===== config.mk =====
export PLATFORM = sky130hd
export DESIGN_NAME = seg_scan_ctrl
export DESIGN_NICKNAME = d
export VERILOG_FILES = /design/src/rtl/seg_scan_ctrl.sv
export SDC_FILE = /design/constraint.sdc
export NUM_CORES = 1
export LEC_CHECK = 0
export CAP_MARGIN = 10
export CORE_ASPECT_RATIO = 0.5
export CORE_UTILIZATION = 30
export DETAILED_ROUTE_END_ITERATION = 12
export DONT_BUFFER_PORTS = 1
export GPL_TIMING_DRIVEN = 0
export PLACE_DENSITY = 0.41
export SLEW_MARGIN = 20
export SYNTH_ARGS = -nofsm -noshare
export SYNTH_HDL_FRONTEND = slang
export SYNTH_SLANG_ARGS = --single-unit
export TNS_END_PERCENT = 30

===== constraint.sdc =====
create_clock -name clk -period 4.4 [get_ports clk]
set_clock_uncertainty 0.05 [all_clocks]
set_input_delay 0.44 -clock clk [delete_from_list [all_inputs] [get_ports clk]]
set_output_delay 0.44 -clock clk [all_outputs]
set_load 0.03 [all_outputs]

===== src/rtl/seg_scan_ctrl.sv =====
// Time-multiplexed scan controller for a common-bus seven-segment display.
// Values are committed only at frame wrap so a frame never shows mixed data.

module semisegment (
  input  logic [3:0] nibble_i,
  output logic [6:0] seg_o
);

  always_comb begin
    seg_o = 7'b0000000;
    case (nibble_i)
      4'h0: seg_o = 7'b0111111;
      4'h1: seg_o = 7'b0000110;
      4'h2: seg_o = 7'b1011011;
      4'h3: seg_o = 7'b1001111;
      4'h4: seg_o = 7'b1100110;
      4'h5: seg_o = 7'b1101101;
      4'h6: seg_o = 7'b1111101;
      4'h7: seg_o = 7'b0000111;
      4'h8: seg_o = 7'b1111111;
      4'h9: seg_o = 7'b1101111;
      4'hA: seg_o = 7'b1110111;
      4'hB: seg_o = 7'b1111100;
      4'hC: seg_o = 7'b0111001;
      4'hD: seg_o = 7'b1011110;
      4'hE: seg_o = 7'b1111001;
      4'hF: seg_o = 7'b1110001;
      default: seg_o = 7'b0000000;
    endcase
  end

endmodule

module seg_scan_ctrl #(
  parameter int DIGITS   = 4,
  parameter int PRESCALE = 50000,
  parameter int DEAD     = 4
) (
  input  logic                  clk,
  input  logic                  rst,
  input  logic [4*DIGITS-1:0]   value_i,
  input  logic [DIGITS-1:0]     dp_i,
  input  logic                  lz_i,
  input  logic                  load_i,
  output logic [DIGITS-1:0]     digit_en_o,
  output logic [6:0]            seg_o,
  output logic                  dp_o,
  output logic                  pending_o,
  output logic                  frame_o
);

  localparam int CW = (PRESCALE > 1) ? $clog2(PRESCALE) : 1;
  localparam int IW = (DIGITS > 1) ? $clog2(DIGITS) : 1;
  localparam logic [CW-1:0] CntLast = CW'(PRESCALE - 1);
  localparam logic [IW-1:0] IdxLast = IW'(DIGITS - 1);

  localparam logic SlotDark = 1'b0;
  localparam logic SlotLit  = 1'b1;

  logic [CW-1:0]       cnt_q, cnt_d;
  logic [IW-1:0]       idx_q, idx_d;
  logic [4*DIGITS-1:0] sh_val_q, sh_val_d, cm_val_q, cm_val_d;
  logic [DIGITS-1:0]   sh_dp_q, sh_dp_d, cm_dp_q, cm_dp_d;
  logic                sh_lz_q, sh_lz_d, cm_lz_q, cm_lz_d;
  logic                pending_q, pending_d;
  logic                frame_q, frame_d;
  logic [DIGITS-1:0]   digit_en_q, digit_en_d;
  logic [6:0]          seg_q, seg_d;
  logic                dp_q, dp_d;

  logic                slot_end, wrap;
  logic                slot_d;
  logic [DIGITS-1:0]   blank;
  logic                all_zero;
  logic [3:0]          nibble_sel;
  logic                dp_sel;
  logic                blank_sel;
  logic [6:0]          dec_seg;

  assign slot_end = (cnt_q == CntLast);
  assign wrap     = slot_end && (idx_q == IdxLast);

  // Scan counters, shadow/commit handshake and the frame pulse.
  always_comb begin
    cnt_d     = slot_end ? '0 : cnt_q + CW'(1);
    idx_d     = idx_q;
    if (slot_end) begin
      idx_d = (idx_q == IdxLast) ? '0 : idx_q + IW'(1);
    end

    sh_val_d  = load_i ? value_i : sh_val_q;
    sh_dp_d   = load_i ? dp_i    : sh_dp_q;
    sh_lz_d   = load_i ? lz_i    : sh_lz_q;

    cm_val_d  = cm_val_q;
    cm_dp_d   = cm_dp_q;
    cm_lz_d   = cm_lz_q;
    pending_d = pending_q;
    frame_d   = wrap;

    if (wrap) begin
      // A load landing exactly on the wrap edge goes straight to the display.
      if (load_i) begin
        cm_val_d = value_i;
        cm_dp_d  = dp_i;
        cm_lz_d  = lz_i;
      end else if (pending_q) begin
        cm_val_d = sh_val_q;
        cm_dp_d  = sh_dp_q;
        cm_lz_d  = sh_lz_q;
      end
      pending_d = 1'b0;
    end else if (load_i) begin
      pending_d = 1'b1;
    end
  end

  generate
    if (DEAD == 0) begin : g_no_dead
      assign slot_d = SlotLit;
    end else begin : g_dead
      assign slot_d = (cnt_d >= CW'(DEAD)) ? SlotLit : SlotDark;
    end
  endgenerate

  // Blank digit i when every nibble from the top down to i is zero; digit 0 always shows.
  always_comb begin
    blank    = '0;
    all_zero = cm_lz_d;
    for (int i = DIGITS - 1; i >= 1; i--) begin
      all_zero = all_zero && (cm_val_d[4*i +: 4] == 4'h0);
      blank[i] = all_zero;
    end
  end

  always_comb begin
    nibble_sel = 4'h0;
    dp_sel     = 1'b0;
    blank_sel  = 1'b0;
    for (int i = 0; i < DIGITS; i++) begin
      if (idx_d == IW'(i)) begin
        nibble_sel = cm_val_d[4*i +: 4];
        dp_sel     = cm_dp_d[i];
        blank_sel  = blank[i];
      end
    end
  end

  semisegment u_dec (
    .nibble_i (nibble_sel),
    .seg_o    (dec_seg)
  );

  always_comb begin
    digit_en_d = '0;
    seg_d      = 7'b0000000;
    dp_d       = 1'b0;
    if (slot_d == SlotLit) begin
      digit_en_d = DIGITS'(1) << idx_d;
      seg_d      = blank_sel ? 7'b0000000 : dec_seg;
      dp_d       = dp_sel;
    end
  end

  always_ff @(posedge clk or posedge rst) begin
    if (rst) begin
      cnt_q      <= '0;
      idx_q      <= '0;
      sh_val_q   <= '0;
      sh_dp_q    <= '0;
      sh_lz_q    <= 1'b0;
      cm_val_q   <= '0;
      cm_dp_q    <= '0;
      cm_lz_q    <= 1'b0;
      pending_q  <= 1'b0;
      frame_q    <= 1'b0;
      digit_en_q <= '0;
      seg_q      <= 7'b0000000;
      dp_q       <= 1'b0;
    end else begin
      cnt_q      <= cnt_d;
      idx_q      <= idx_d;
      sh_val_q   <= sh_val_d;
      sh_dp_q    <= sh_dp_d;
      sh_lz_q    <= sh_lz_d;
      cm_val_q   <= cm_val_d;
      cm_dp_q    <= cm_dp_d;
      cm_lz_q    <= cm_lz_d;
      pending_q  <= pending_d;
      frame_q    <= frame_d;
      digit_en_q <= digit_en_d;
      seg_q      <= seg_d;
      dp_q       <= dp_d;
    end
  end

  assign digit_en_o = digit_en_q;
  assign seg_o      = seg_q;
  assign dp_o       = dp_q;
  assign pending_o  = pending_q;
  assign frame_o    = frame_q;

endmodule


* Word-level counts from Yosys, hierarchy flattened *
Memories as Yosys holds them, arrays and structs flattened.
Index checks and enable logic that the tools add are counted.

storage, ports and cells
  flip-flop bits (word level) = 74
  latch bits = 0
  memory bits (writable) = 0
  ROM bits = 112
  bits of input ports = 24
  output and inout bits = 14
  word-level logic and storage cells = 62
  memories = 1

operators by class
  $add $sub $neg = 2
  $mul = 0
  div/mod/pow operators = 0
  order comparisons = 1
  eq/ne operators = 5
  shift-type cells = 1
  muxes and demuxes = 30
  bitwise gates (word level) = 0
  reduce and logical (&&, ||, !) cells = 9

memories
  memory            depth  bits a word  read ports  clocked after memory_dff  wr ports  RTL line  text
  (name not given)  16     7            1           0                         0         11        case (nibble_i)

operator list
  cell                                                   count
  2-to-1 mux 16 bit                                      4
  2-to-1 mux 4 bit                                       8
  adder 16 x 1 -> 16 bit (second input constant)         1
  equality test 16 bit (second input constant)           1
  >= comparator 16 x 3 -> 1 bit (second input constant)  1
  2-to-1 mux 1 bit                                       14
  2-to-1 mux 7 bit                                       2
  zero test 4 bit                                        3
  equality test 2 bit (second input constant)            3
  logical AND 1 bit                                      4
  2-to-1 mux 2 bit                                       2
  left shift 1 x 2 -> 4 bit (first input constant)       1
  adder 2 x 1 -> 2 bit (second input constant)           1
  equality test 2 x 1 -> 1 bit (second input constant)   1
  zero test 2 bit                                        1
  nonzero test 2 bit                                     1

* Logic depth before layout (Yosys ltp) *
  depth after elaboration = 12
  depth in mapped cells = 15
  mapped depth without buffers = 13

* Cells and area by module *
A second synthesis with hierarchy kept.

unflattened totals
  cell total of the unflattened synthesis = 364
  area, all modules = 3961.3 um2

modules (own cells, without submodules)
  module         instances  cells an instance  area each (um2)  seq. area each (um2)
  seg_scan_ctrl  1          331                3671.0           1851.8
  semisegment    1          33                 290.3            0.0

* Least setup slack after synthesis *
Ideal clock, no wire load.

  kind = register -> register
  start = reg cnt_q[12]
  end = reg seg_q[6] (netlist: seg_o[6])
  arrival = 3.392 ns
  data required time = 4.246 ns
  path slack = 0.854 ns
  cell stages (with the launch flop) = 13
  path buffers = 1
  period minus slack after synthesis = 3.546 ns
  path through = dfrtp_1 > clkbuf_1 > or4b_4 > nor4_4 > mux2i_2 > clkinv_1 > nor2_1 > a221o_1 > inv_1 > ha_1 > nor2_1 > a21oi_1 > a221oi_1

between the ends
  elaborated cells on any way between the ends = 29
  those cells by class = 1 x add/sub; 1 x order compare; 4 x eq/ne; 14 x mux; 8 x reduce/logical; 1 x memory

RTL lines
  element                         RTL line  text
  start, declared                 60        logic [CW-1:0] cnt_q, cnt_d;
  start signal, assigned          181       cnt_q <= cnt_d;
  equality test 16 bit *          80        assign slot_end = (cnt_q == CntLast);
  2-to-1 mux 2 bit *              87        if (slot_end) begin
  net idx_d[1]                    61        logic [IW-1:0] idx_q, idx_d;
  zero test 2 bit                 141       if (idx_d == IW'(i)) begin
  2-to-1 mux 4 bit (4 in series)  141
  memory (16 x 7 bit)             -
  2-to-1 mux 7 bit *              160       seg_d = blank_sel ? 7'b0000000 : dec_seg;
  2-to-1 mux 7 bit *              158       if (slot_d == SlotLit) begin
  net seg_d[6]                    68        logic [6:0] seg_q, seg_d;
  end signal, assigned            192       seg_q <= seg_d;
  end, declared                   68

The timed path passes the listed nets; every way through them passes the cells marked *.
A chain may end at the register's enable or synchronous reset.

* Final worst setup path *
Same ends and word-level chain as after synthesis.

==> metrics.yaml <==
synth:
  yosysWarnings: 0
  netlist_area_sq_um: 3600
  synth_area_leader_cell: "dfrtp_1"
  yosys-top-cells-area: "dfrtp_1, mux2_2, nand3_1"
  synth_edf_count: 0
  syn_nets: 368
  async_reset_ff_frac: 1.00
  ys_ff_latch: 74
  synth.most_common_cell: "dfrtp_1"
  synth-seq-area-share: 0.514
  synthFlopType: "dfrtp_1"
  synth_commonest_cells: "dfrtp_1, nand2_1, nor2_1, nand3_1, mux2_2"
  syn_area_per_cell_sq_um: 10.7
  synthCells: 336
  synth_top_area_frac: 0.514
  synth_cell_types: 58
critical_path:
  critPathArrivalTime_ns: 4.29
  ff2ff_path_depth: 12
  path_class: "reg -> reg"
  crit_fanout: 9
  cp.required_ns: 4.57
  startpoint_type: "flop"
  worstSetupEndpointType: "flop"
placed_design:
  io_buffers: 0
  dp_cells: 496
  routabilityCongestion: 0.839
  placed_area_sq_um: 3820
  hpwl_um: 6060
outcome:
  outcome: "completed"
die:
  die_w_um: 157
  core-area_sq_um: 11300
  die-area_sq_um: 12500
  io_pins: 38
  start_util: 0.318
  dieHeight_um: 79.5
  rows: 27
final_layout:
  nets: 381
  finalInstanceArea_sq_um: 4110
  drive_above_1_share: 0.156
  area_delta_synth_final_pct: 14.2
  final_util: 0.363
  diodes: 0
  fillers: 1111
  fin_cells: 511
route:
  dr_total_vias: 2601
  wire_per_inst_um: 17.1
  drc: 0
  dr.pass1.iters: 6
  vias_per_cell: 5.09
  final_antenna_net_count: 0
  drt_wl_total_um: 8720
  drtIter0Drc: 147
sta:
  hold_ws_ns: 0.207
  fin_crit_sh: 0.937
  grt_setup_unrepaired: "false"
  setup-violations-final: 0
  final_hold_viol_count: 0
  fin_crit_ns: 4.12
  relSlewSlack: 0.344
  fmax_ghz: 0.242
  worst_pin_slew_ns: 0.975
  totalNegativeSetupSlack_ns: 0
  slew_viol_final: 0
global_routing:
  grt_antenna_before_repair: 0
  grt_start_max_net_pins: 41
  overflow: 0
  grt_pass1_vias: 2612
  grtUsageTotal: 0.151
  grt_pass1_wl_um: 14000
pwr:
  power.density_nw_per_um2: 345
  peakVddDrop_mv: 0.126
  leakage_uw: 0.00175
clock_tree:
  cts_tree: "built"
  cts_made_buffers: 9
  clock_sinks: 74
  clockRootBuffer: "clkbuf_16"
  cts_max_level: 3
  postCtsSetupRepairBufs: 0
  clock_latency_ns: 0.33
  cts_max_path_buffers: 2
  clk_pin_slew_ns: 0.06
min_path:
  hold_class: "in -> reg"
  whs_path_depth: 2
job:
  drv_cap: 0
## layout by cell type (no fill, tap or decap), types with 10 or more instances in the layout
cell type   n
nand3_1    26
a32oi_1    10
nor2_1     29
mux2_2     23
clkbuf_1   13
xor2_1     10
inv_1      11
dfrtp_1    74
nand2_1    32
## flip-flops by register name (all words and copies together) (netlist names), 2 cells and up
signal,count
cnt_q,16
sh_dp_q,4
digit_en_o,4
cm_dp_q,4
cm_val_q,16
idx_q,2
seg_o,7
sh_val_q,16
## through the flow
stage / power [uW] / setup WS, ns
2_1_floorplan: 758 / 0.854
3_3_place_gp: 771 / 0.0643
3_5_place_dp: 776 / 0.0947
4_1_cts: 1440 / 0.0295
5_1_grt: 1480 / 0.0290
6_report: 1420 / 0.276
## logic make-up after synthesis
kind of cell / synth area share
xor+xnor: 0.0389
flops: 0.514
fa+ha+maj: 0.0278
simple gates: 0.173
buf+inv: 0.0375
mux: 0.0952
compound gates: 0.113
## power breakdown
group	internal, uW	total, uW	leakage [uW]	switching (uW)
combinational	21.8	54.6	0.000740	32.8
sequential	701	708	0.000887	7.43
clock	389	656	0.000127	267
total	1110	1420	0.00175	307
## timing repair
action                                  4_1_cts  5_1_grt
hold buffers                                  1        0
endpoints found under the setup margin        0        6
endpoints found under the hold margin        18        0
gates resized for setup                       0        4
## per-layer routing
metal | vias up | GRT usage | wire, um
li1 | 1231 | - | -
met1 | 1305 | 0.190 | 4090
met2 | 55 | 0.241 | 4070
met3 | 10 | 0.0548 | 440
met4 | 0 | 0.0520 | 124
met5 | - | 0 | 0
## critical path, cell delays in order, from the launching register on
cell	delay, ns
dfrtp_1	0.35
clkbuf_1	0.19
or4b_4	0.60
nor4_4	0.46
mux2i_4	0.52
clkinvlp_4	0.32
nor2_2	0.27
a221o_1	0.34
inv_1	0.14
ha_1	0.24
nor2_1	0.17
a21oi_1	0.07
a221oi_1	0.28
## path summary, 6_finish.rpt
kind	from	endpoint	slack, ns
max in group asynchronous	rst	seg_o[2]$_DFF_PP0_	3.12
min reg2reg	cm_lz_q$_DFF_PP0_	cm_lz_q$_DFF_PP0_	0.42
max	cnt_q[12]$_DFF_PP0_	seg_o[6]$_DFF_PP0_	0.28
min in group asynchronous	rst	cnt_q[2]$_DFF_PP0_	0.60
max reg2reg	cnt_q[12]$_DFF_PP0_	seg_o[6]$_DFF_PP0_	0.28
min	dp_i[3]	sh_dp_q[3]$_DFFE_PP0P_	0.21
## final cells by class
class	instances	area [sq um]	area share
flip-flops and latches	74	1850	0.451
inverters	15	63.8	0.0155
repair buffers	2	30.0	0.00731
clock inverters	3	17.5	0.00426
clock buffers	11	243	0.0591
well taps	159	199	0.0484
plain buffers	17	77.6	0.0189
multi-input cells	230	1630	0.396
(Power assumes the default switching activity.)
